`src/rtl/apb_cmd_master_if.sv`:
```
// Bundle of the command, response and APB pin groups of apb_cmd_master.
// The master modport is the requester's view; the slave modport is the view
// of whatever sits on the other side (command source, response sink and the
// APB completer), e.g. a testbench.
interface apb_cmd_master_if #(
    parameter int AW = 32,
    parameter int DW = 32
);
    // command channel
    logic          cmd_valid;
    logic          cmd_ready;
    logic          cmd_write;
    logic [AW-1:0] cmd_addr;
    logic [DW-1:0] cmd_wdata;

    // response channel
    logic          rsp_valid;
    logic          rsp_ready;
    logic [DW-1:0] rsp_rdata;
    logic          rsp_err;
    logic          rsp_timeout;

    // APB pins
    logic          psel;
    logic          penable;
    logic          pwrite;
    logic [AW-1:0] paddr;
    logic [DW-1:0] pwdata;
    logic [DW-1:0] prdata;
    logic          pready;
    logic          pslverr;

    modport master (
        input  cmd_valid, cmd_write, cmd_addr, cmd_wdata,
        output cmd_ready,
        output rsp_valid, rsp_rdata, rsp_err, rsp_timeout,
        input  rsp_ready,
        output psel, penable, pwrite, paddr, pwdata,
        input  prdata, pready, pslverr
    );

    modport slave (
        output cmd_valid, cmd_write, cmd_addr, cmd_wdata,
        input  cmd_ready,
        input  rsp_valid, rsp_rdata, rsp_err, rsp_timeout,
        output rsp_ready,
        input  psel, penable, pwrite, paddr, pwdata,
        output prdata, pready, pslverr
    );
endinterface

```
`src/rtl/apb_cmd_master.sv`:
```
// APB command master: buffers read/write commands in a small FIFO, issues
// each one as a complete APB transfer (SETUP then ACCESS until pready or a
// wait timeout) and returns one response per command, strictly in order.
// Only one transfer is ever outstanding, and a new SETUP waits until the
// previous response has been consumed.
module apb_cmd_master #(
    parameter int AW      = 32,
    parameter int DW      = 32,
    parameter int DEPTH   = 4,
    parameter int TIMEOUT = 16
) (
    input  logic             pclk,
    input  logic             preset,
    apb_cmd_master_if.master bus,
    output logic             busy
);
    localparam int PW = (DEPTH > 1) ? $clog2(DEPTH) : 1;
    localparam int CW = PW + 1;
    localparam int TW = (TIMEOUT > 1) ? $clog2(TIMEOUT) : 1;
    localparam logic [CW-1:0] FULL_CNT  = CW'(DEPTH);
    localparam logic [TW-1:0] WAIT_LAST = TW'(TIMEOUT - 1);

    typedef enum logic [1:0] {
        ST_IDLE   = 2'd0,
        ST_SETUP  = 2'd1,
        ST_ACCESS = 2'd2,
        ST_RESP   = 2'd3
    } state_t;

    // command FIFO storage and bookkeeping
    logic          r_fifo_write [DEPTH];
    logic [AW-1:0] r_fifo_addr  [DEPTH];
    logic [DW-1:0] r_fifo_wdata [DEPTH];
    logic [PW-1:0] r_wr_ptr;
    logic [PW-1:0] r_rd_ptr;
    logic [CW-1:0] r_count;

    // transfer FSM and registered outputs
    state_t        r_state;
    logic [TW-1:0] r_wait_cnt;
    logic          r_psel;
    logic          r_penable;
    logic          r_pwrite;
    logic [AW-1:0] r_paddr;
    logic [DW-1:0] r_pwdata;
    logic          r_rsp_valid;
    logic [DW-1:0] r_rsp_rdata;
    logic          r_rsp_err;
    logic          r_rsp_timeout;
    logic          r_busy;

    logic          w_full;
    logic          w_empty;
    logic          w_cmd_ready;
    logic          w_push;
    logic          w_pop;
    logic          w_rsp_hs;
    logic [CW-1:0] w_count_nxt;
    logic          w_active_nxt;
    logic          w_busy_nxt;

    // cmd_ready is the only combinational output; it is held low while in
    // reset so nothing is accepted into a FIFO that is being flushed.
    assign w_full      = (r_count == FULL_CNT);
    assign w_empty     = (r_count == {CW{1'b0}});
    assign w_cmd_ready = !w_full && !preset;
    assign w_push      = bus.cmd_valid && w_cmd_ready;
    assign w_pop       = (r_state == ST_IDLE) && !w_empty && !r_rsp_valid;
    assign w_rsp_hs    = r_rsp_valid && bus.rsp_ready;

    assign bus.cmd_ready   = w_cmd_ready;
    assign bus.psel        = r_psel;
    assign bus.penable     = r_penable;
    assign bus.pwrite      = r_pwrite;
    assign bus.paddr       = r_paddr;
    assign bus.pwdata      = r_pwdata;
    assign bus.rsp_valid   = r_rsp_valid;
    assign bus.rsp_rdata   = r_rsp_rdata;
    assign bus.rsp_err     = r_rsp_err;
    assign bus.rsp_timeout = r_rsp_timeout;
    assign busy            = r_busy;

    // Next FIFO occupancy and whether the FSM will be outside IDLE next cycle.
    always_comb begin
        w_count_nxt  = r_count;
        w_active_nxt = 1'b0;
        if (w_push && !w_pop) begin
            w_count_nxt = r_count + {{(CW-1){1'b0}}, 1'b1};
        end else if (w_pop && !w_push) begin
            w_count_nxt = r_count - {{(CW-1){1'b0}}, 1'b1};
        end else begin
            w_count_nxt = r_count;
        end
        case (r_state)
            ST_IDLE:   w_active_nxt = w_pop;
            ST_SETUP:  w_active_nxt = 1'b1;
            ST_ACCESS: w_active_nxt = 1'b1;
            ST_RESP:   w_active_nxt = !w_rsp_hs;
            default:   w_active_nxt = 1'b0;
        endcase
        w_busy_nxt = (w_count_nxt != {CW{1'b0}}) || w_active_nxt;
    end

    // Capture accepted commands into the slot at the write pointer.
    always_ff @(posedge pclk) begin
        if (w_push) begin
            r_fifo_write[r_wr_ptr] <= bus.cmd_write;
            r_fifo_addr[r_wr_ptr]  <= bus.cmd_addr;
            r_fifo_wdata[r_wr_ptr] <= bus.cmd_wdata;
        end
    end

    // FIFO pointers and count; pointers wrap naturally since DEPTH is 2^PW.
    always_ff @(posedge pclk) begin
        if (preset) begin
            r_wr_ptr <= {PW{1'b0}};
            r_rd_ptr <= {PW{1'b0}};
            r_count  <= {CW{1'b0}};
            r_busy   <= 1'b0;
        end else begin
            if (w_push) begin
                r_wr_ptr <= r_wr_ptr + {{(PW-1){1'b0}}, 1'b1};
            end
            if (w_pop) begin
                r_rd_ptr <= r_rd_ptr + {{(PW-1){1'b0}}, 1'b1};
            end
            r_count <= w_count_nxt;
            r_busy  <= w_busy_nxt;
        end
    end

    // Transfer FSM: sequences SETUP/ACCESS on the APB pins and owns the response.
    always_ff @(posedge pclk) begin
        if (preset) begin
            r_state       <= ST_IDLE;
            r_wait_cnt    <= {TW{1'b0}};
            r_psel        <= 1'b0;
            r_penable     <= 1'b0;
            r_pwrite      <= 1'b0;
            r_paddr       <= {AW{1'b0}};
            r_pwdata      <= {DW{1'b0}};
            r_rsp_valid   <= 1'b0;
            r_rsp_rdata   <= {DW{1'b0}};
            r_rsp_err     <= 1'b0;
            r_rsp_timeout <= 1'b0;
        end else begin
            case (r_state)
                ST_IDLE: begin
                    if (w_pop) begin
                        r_pwrite  <= r_fifo_write[r_rd_ptr];
                        r_paddr   <= r_fifo_addr[r_rd_ptr];
                        r_pwdata  <= r_fifo_wdata[r_rd_ptr];
                        r_psel    <= 1'b1;
                        r_penable <= 1'b0;
                        r_state   <= ST_SETUP;
                    end else begin
                        r_psel    <= 1'b0;
                        r_penable <= 1'b0;
                    end
                end
                ST_SETUP: begin
                    // pready is deliberately not looked at here
                    r_penable  <= 1'b1;
                    r_wait_cnt <= {TW{1'b0}};
                    r_state    <= ST_ACCESS;
                end
                ST_ACCESS: begin
                    if (bus.pready) begin
                        r_rsp_rdata   <= (!r_pwrite && !bus.pslverr) ? bus.prdata : {DW{1'b0}};
                        r_rsp_err     <= bus.pslverr;
                        r_rsp_timeout <= 1'b0;
                        r_rsp_valid   <= 1'b1;
                        r_psel        <= 1'b0;
                        r_penable     <= 1'b0;
                        r_state       <= ST_RESP;
                    end else if (r_wait_cnt == WAIT_LAST) begin
                        // completer never answered: abort and report
                        r_rsp_rdata   <= {DW{1'b0}};
                        r_rsp_err     <= 1'b1;
                        r_rsp_timeout <= 1'b1;
                        r_rsp_valid   <= 1'b1;
                        r_psel        <= 1'b0;
                        r_penable     <= 1'b0;
                        r_state       <= ST_RESP;
                    end else begin
                        r_wait_cnt <= r_wait_cnt + {{(TW-1){1'b0}}, 1'b1};
                    end
                end
                ST_RESP: begin
                    if (w_rsp_hs) begin
                        r_rsp_valid <= 1'b0;
                        r_state     <= ST_IDLE;
                    end
                end
                default: begin
                    r_psel      <= 1'b0;
                    r_penable   <= 1'b0;
                    r_rsp_valid <= 1'b0;
                    r_state     <= ST_IDLE;
                end
            endcase
        end
    end
endmodule

```
`src/flat_wrapper.sv`:
```
// flat-port wrapper written by rule: the top's interface ports become plain ports
module apb_cmd_master_flat 
#(
    parameter int AW      = 32,
    parameter int DW      = 32,
    parameter int DEPTH   = 4,
    parameter int TIMEOUT = 16
)
  (pclk, preset, busy, bus_cmd_valid, bus_cmd_write, bus_cmd_addr, bus_cmd_wdata, bus_cmd_ready, bus_rsp_valid, bus_rsp_rdata, bus_rsp_err, bus_rsp_timeout, bus_rsp_ready, bus_psel, bus_penable, bus_pwrite, bus_paddr, bus_pwdata, bus_prdata, bus_pready, bus_pslverr);
  apb_cmd_master_if #(.AW(AW), .DW(DW)) bus_i ();
  input  logic pclk;
  input  logic preset;
  output logic busy;
  input wire logic [$bits(bus_i.cmd_valid)-1:0] bus_cmd_valid;
  input wire logic [$bits(bus_i.cmd_write)-1:0] bus_cmd_write;
  input wire logic [$bits(bus_i.cmd_addr)-1:0] bus_cmd_addr;
  input wire logic [$bits(bus_i.cmd_wdata)-1:0] bus_cmd_wdata;
  output wire logic [$bits(bus_i.cmd_ready)-1:0] bus_cmd_ready;
  output wire logic [$bits(bus_i.rsp_valid)-1:0] bus_rsp_valid;
  output wire logic [$bits(bus_i.rsp_rdata)-1:0] bus_rsp_rdata;
  output wire logic [$bits(bus_i.rsp_err)-1:0] bus_rsp_err;
  output wire logic [$bits(bus_i.rsp_timeout)-1:0] bus_rsp_timeout;
  input wire logic [$bits(bus_i.rsp_ready)-1:0] bus_rsp_ready;
  output wire logic [$bits(bus_i.psel)-1:0] bus_psel;
  output wire logic [$bits(bus_i.penable)-1:0] bus_penable;
  output wire logic [$bits(bus_i.pwrite)-1:0] bus_pwrite;
  output wire logic [$bits(bus_i.paddr)-1:0] bus_paddr;
  output wire logic [$bits(bus_i.pwdata)-1:0] bus_pwdata;
  input wire logic [$bits(bus_i.prdata)-1:0] bus_prdata;
  input wire logic [$bits(bus_i.pready)-1:0] bus_pready;
  input wire logic [$bits(bus_i.pslverr)-1:0] bus_pslverr;
  assign bus_i.cmd_valid = bus_cmd_valid;
  assign bus_i.cmd_write = bus_cmd_write;
  assign bus_i.cmd_addr = bus_cmd_addr;
  assign bus_i.cmd_wdata = bus_cmd_wdata;
  assign bus_cmd_ready = bus_i.cmd_ready;
  assign bus_rsp_valid = bus_i.rsp_valid;
  assign bus_rsp_rdata = bus_i.rsp_rdata;
  assign bus_rsp_err = bus_i.rsp_err;
  assign bus_rsp_timeout = bus_i.rsp_timeout;
  assign bus_i.rsp_ready = bus_rsp_ready;
  assign bus_psel = bus_i.psel;
  assign bus_penable = bus_i.penable;
  assign bus_pwrite = bus_i.pwrite;
  assign bus_paddr = bus_i.paddr;
  assign bus_pwdata = bus_i.pwdata;
  assign bus_i.prdata = bus_prdata;
  assign bus_i.pready = bus_pready;
  assign bus_i.pslverr = bus_pslverr;
  apb_cmd_master #(.AW(AW), .DW(DW), .DEPTH(DEPTH), .TIMEOUT(TIMEOUT)) u_core (.pclk(pclk), .preset(preset), .bus(bus_i), .busy(busy));
endmodule
```
`config.mk`:
```
export PLATFORM = sky130hd
export DESIGN_NAME = apb_cmd_master_flat
export DESIGN_NICKNAME = d
export VERILOG_FILES = /design/src/rtl/apb_cmd_master_if.sv /design/src/rtl/apb_cmd_master.sv /design/src/flat_wrapper.sv
export SDC_FILE = /design/constraint.sdc
export NUM_CORES = 1
export LEC_CHECK = 0
export ABC_AREA = 1
export CELL_PAD_IN_SITES_DETAIL_PLACEMENT = 0
export CELL_PAD_IN_SITES_GLOBAL_PLACEMENT = 1
export CORE_UTILIZATION = 52
export CTS_BUF_LIST = sky130_fd_sc_hd__clkbuf_8
export CTS_CLUSTER_DIAMETER = 30
export DETAILED_ROUTE_END_ITERATION = 16
export DONT_BUFFER_PORTS = 1
export PLACE_DENSITY = 0.93
export SLEW_MARGIN = 0
export SYNTH_ARGS = -nofsm -noshare
export SYNTH_HDL_FRONTEND = slang
export SYNTH_SLANG_ARGS = --single-unit
```
`constraint.sdc`:
```
create_clock -name pclk -period 5.02 [get_ports pclk]
set_input_delay 0.753 -clock pclk [delete_from_list [all_inputs] [get_ports pclk]]
set_output_delay 0.753 -clock pclk [all_outputs]
set_load 0.03 [all_outputs]
```
==> summary.txt <==
Status
  • Outcome: complete, no violations

Final layout
  • Most frequent cells in the layout: nor2_1, edfxtp_1, o21ai_0
  • Layout cells sized above 1: 9.96%
  • # nets final: 1376
  • Most common cell after layout, fill and taps aside: nor2_1
  • P&R area growth vs syn: 11.8%
  • Fill cell count: 2136
  • Multi-input logic area: 3430 um2
  • N_diodes: 0
  • Register Area: 10100 um2

Routing
  • Wire length per cell: 18.0 um
  • DRT Pass-1 Iters: 5
  • Final WL: 29900 um
  • Remaining antenna violation count: 0
  • Vias: 9070
  • Via-to-Cell Ratio: 5.48
  • Drt drc: 0
  • Detailed Route Iter0 Violations: 607

STA
  • Final min period: 2.63 ns
  • Period utilisation layout: 52.5%
  • Setup-failing EPs final: 0
  • PnR worst setup slack: 2.39 ns
  • Final Hold Vio Count: 0
  • Fmax: 380 MHz
  • Setup TNS: 0 ns
  • Pins Over Slew Limit: 0
  • RSZ-0062 raised after global routing: no
  • Normalized max-slew margin: 20.7%
  • Worst-margin pin slew: 1.19 ns
  • Worst Skew: 0.0270 ns

Placed design
  • GP Congestion: 0.791
  • Hpwl dp: 17200 um
  • Place WS: 2.19 ns
  • PortBufs: 0

Clock tree
  • Hold_buf cts: 0
  • Max Buffers Root-to-Sink: 3
  • Root Buffer: clkbuf_8
  • Setup bufs post-CTS: 0
  • Post-cts sizing count: 0
  • Clock transition at the registers of the reported paths: 0.06 ns
  • Worst skew pair latency: 0.58 ns
  • H-tree levels: 3
  • CTS Buf Count: 69
  • CTS Sinks: 376
  • CTS tree: yes

Logic synthesis
  • Cell variety after synth: 26
  • Mapped Cells: 1255
  • Sequential element share of the synthesized area: 71.0%
  • Netlist Area Pre-Place: 14300 um2
  • Net Count, Synth: 1371
  • Ys Warns: 0
  • Syn Area/Cell: 11.4 um2
  • FF+latch count, synth: 376

Critical path
  • Reg2reg setup slack: 2.39 ns
  • Worst reg2reg path depth: 9
  • Terminus of the critical flop-to-flop path: u_core.bus.paddr[14]
  • Arrival time worst endpoint: 3.15 ns
  • Crit Path Class: register to register
  • CP startpoint: u_core.r_state[0]
  • Crit path max fanout: 47
  • Worst Setup EP: u_core.bus.paddr[14]
  • Crit. End Element: register
  • Crit-path cells: inv_1, ha_1, nand2_1, nor2_4, buf_4, nor2_1, nor2_1, o21ai_1, inv_1
  • Worst Setup Start Kind: register
  • Worst path slowest cell: nor2_4
  • Worst reg2reg path startpoint: u_core.r_state[0]
  • Crit-path max cell delay: 0.92 ns
  • Req. time, crit path: 5.53 ns

Floorplan
  • Ports: 207
  • Die Y: 168 um
  • FP Rows: 60
  • Core area: 27000 um2
  • Starting Density: 52.9%
  • Die area: 28100 um2
  • Die Width: 168 um

Pwr
  • Worst vdd ir: 0.000374 V
  • Net Switching: 0.00334 W
  • Leak: 6.07 nW
  • Internal power: 0.00600 W
  • Switching Share: 35.8%
  • Clock power share: 31.8%
  • Gate power share: 22.7%
  • Seq pwr share: 45.4%
  • Pwr dens: 586 nW/um2

Hold path
  • Hold Crit Start: bus_pready
  • Hold Crit Class: input pin to register

Global route
  • First-pass GRT wire length: 46400 um
  • GRT overflow: 0
  • Largest net degree at the start of global routing: 98
  • Initial antenna violation count: 0
  • Overall routing resource usage: 21.3%
  • Vias in the first global route: 8804

Run
  • Maxcap violations: 0
## worst min path at each step
| stage | to | depth (start not counted) |
|---|---|---|
| global placement | u_core.r_wait_cnt[1] | 2 |
| CTS | u_core.bus.rsp_timeout | 1 |
| floorplan | u_core.r_wait_cnt[0] | 1 |
| finish | u_core.bus.rsp_timeout | 1 |
| global route | u_core.r_fifo_wdata[0][10] | 0 |
| detailed placement | u_core.r_wait_cnt[0] | 1 |
## critical path: cells and delay by family, from the launching register on
kind / cells / cell delay [ns]
simple gates: 4 / 1.24
fa+ha+maj: 1 / 0.22
compound gates: 1 / 0.07
flops: 1 / 0.34
buf+inv: 3 / 0.66
## cell usage after synthesis, drive strengths merged
cell type / instances / area, um2
a211oi: 1 / 7.51
a21oi: 11 / 58.8
a22oi: 1 / 7.51
a32oi: 23 / 201
buf: 34 / 213
clkbuf: 43 / 161
dfxtp: 116 / 2320
edfxtp: 260 / 7810
ha: 13 / 163
inv: 98 / 368
nand2: 47 / 176
nand3: 23 / 120
nor2: 303 / 1140
nor3: 2 / 21.3
o21ai: 213 / 1070
o22ai: 65 / 407
xor2: 2 / 17.5
## kinds of logic (layout without fill, tap and decap cells)
logic type	count (synthesis)	after routing	share of synthesized area [%]
and+or+nand+nor	375	375	10.2
adders and majority gates	13	13	1.14
buffers and inverters	175	235	5.20
AOI/OAI and AO/OA	314	314	12.3
xor gates and xnor gates	2	2	0.123
DFF	376	376	71.0
## metrics by stage
stage,power (W),hold slack [ns],std cells,instance area (um2),util (%)
after global placement,0.00636,0.465,1530,14500,53.7
after CTS,0.00941,0.230,1656,15900,59.2
after global routing,0.00989,0.237,1656,15900,59.2
after detailed placement,0.00645,0.478,1530,14500,53.7
after floorplan,0.00595,0.447,1255,14300,-
final,0.00934,0.267,1656,15900,59.2
## state kept, by name, indices dropped and copies added (netlist names), 2 cells and up
register,count
u_core.bus.paddr,32
u_core.bus.pwdata,32
u_core.bus.rsp_rdata,32
u_core.r_count,3
u_core.r_fifo_addr,128
u_core.r_fifo_wdata,128
u_core.r_fifo_write,4
u_core.r_rd_ptr,2
u_core.r_state,2
u_core.r_wait_cnt,4
u_core.r_wr_ptr,2
## cell type report
class	count	share of cell area [%]
flip-flops and latches	376	63.6
clock buffers	79	6.82
multi-input cells	704	21.5
inverters	98	2.32
well taps	341	2.68
clock inverters	47	2.35
repair buffers	11	0.753
## metal layers
metal	vias to the layer above	global-route usage, %	wire [um]
li1	4399	-	-
met2	313	35.3	14500
met5	-	0	0
met3	59	7.47	2570
met1	4299	25.2	12000
met4	0	9.25	794
## power by group through the flow
stage | clock [W] | sequential [W] | combinational [W]
global placement | 0 | 0.00429 | 0.00207
floorplan | 0 | 0.00419 | 0.00176
CTS | 0.00302 | 0.00424 | 0.00215
finish | 0.00297 | 0.00424 | 0.00212
detailed placement | 0 | 0.00431 | 0.00214
global route | 0.00317 | 0.00428 | 0.00244
Power figures use the tool's default switching activity.
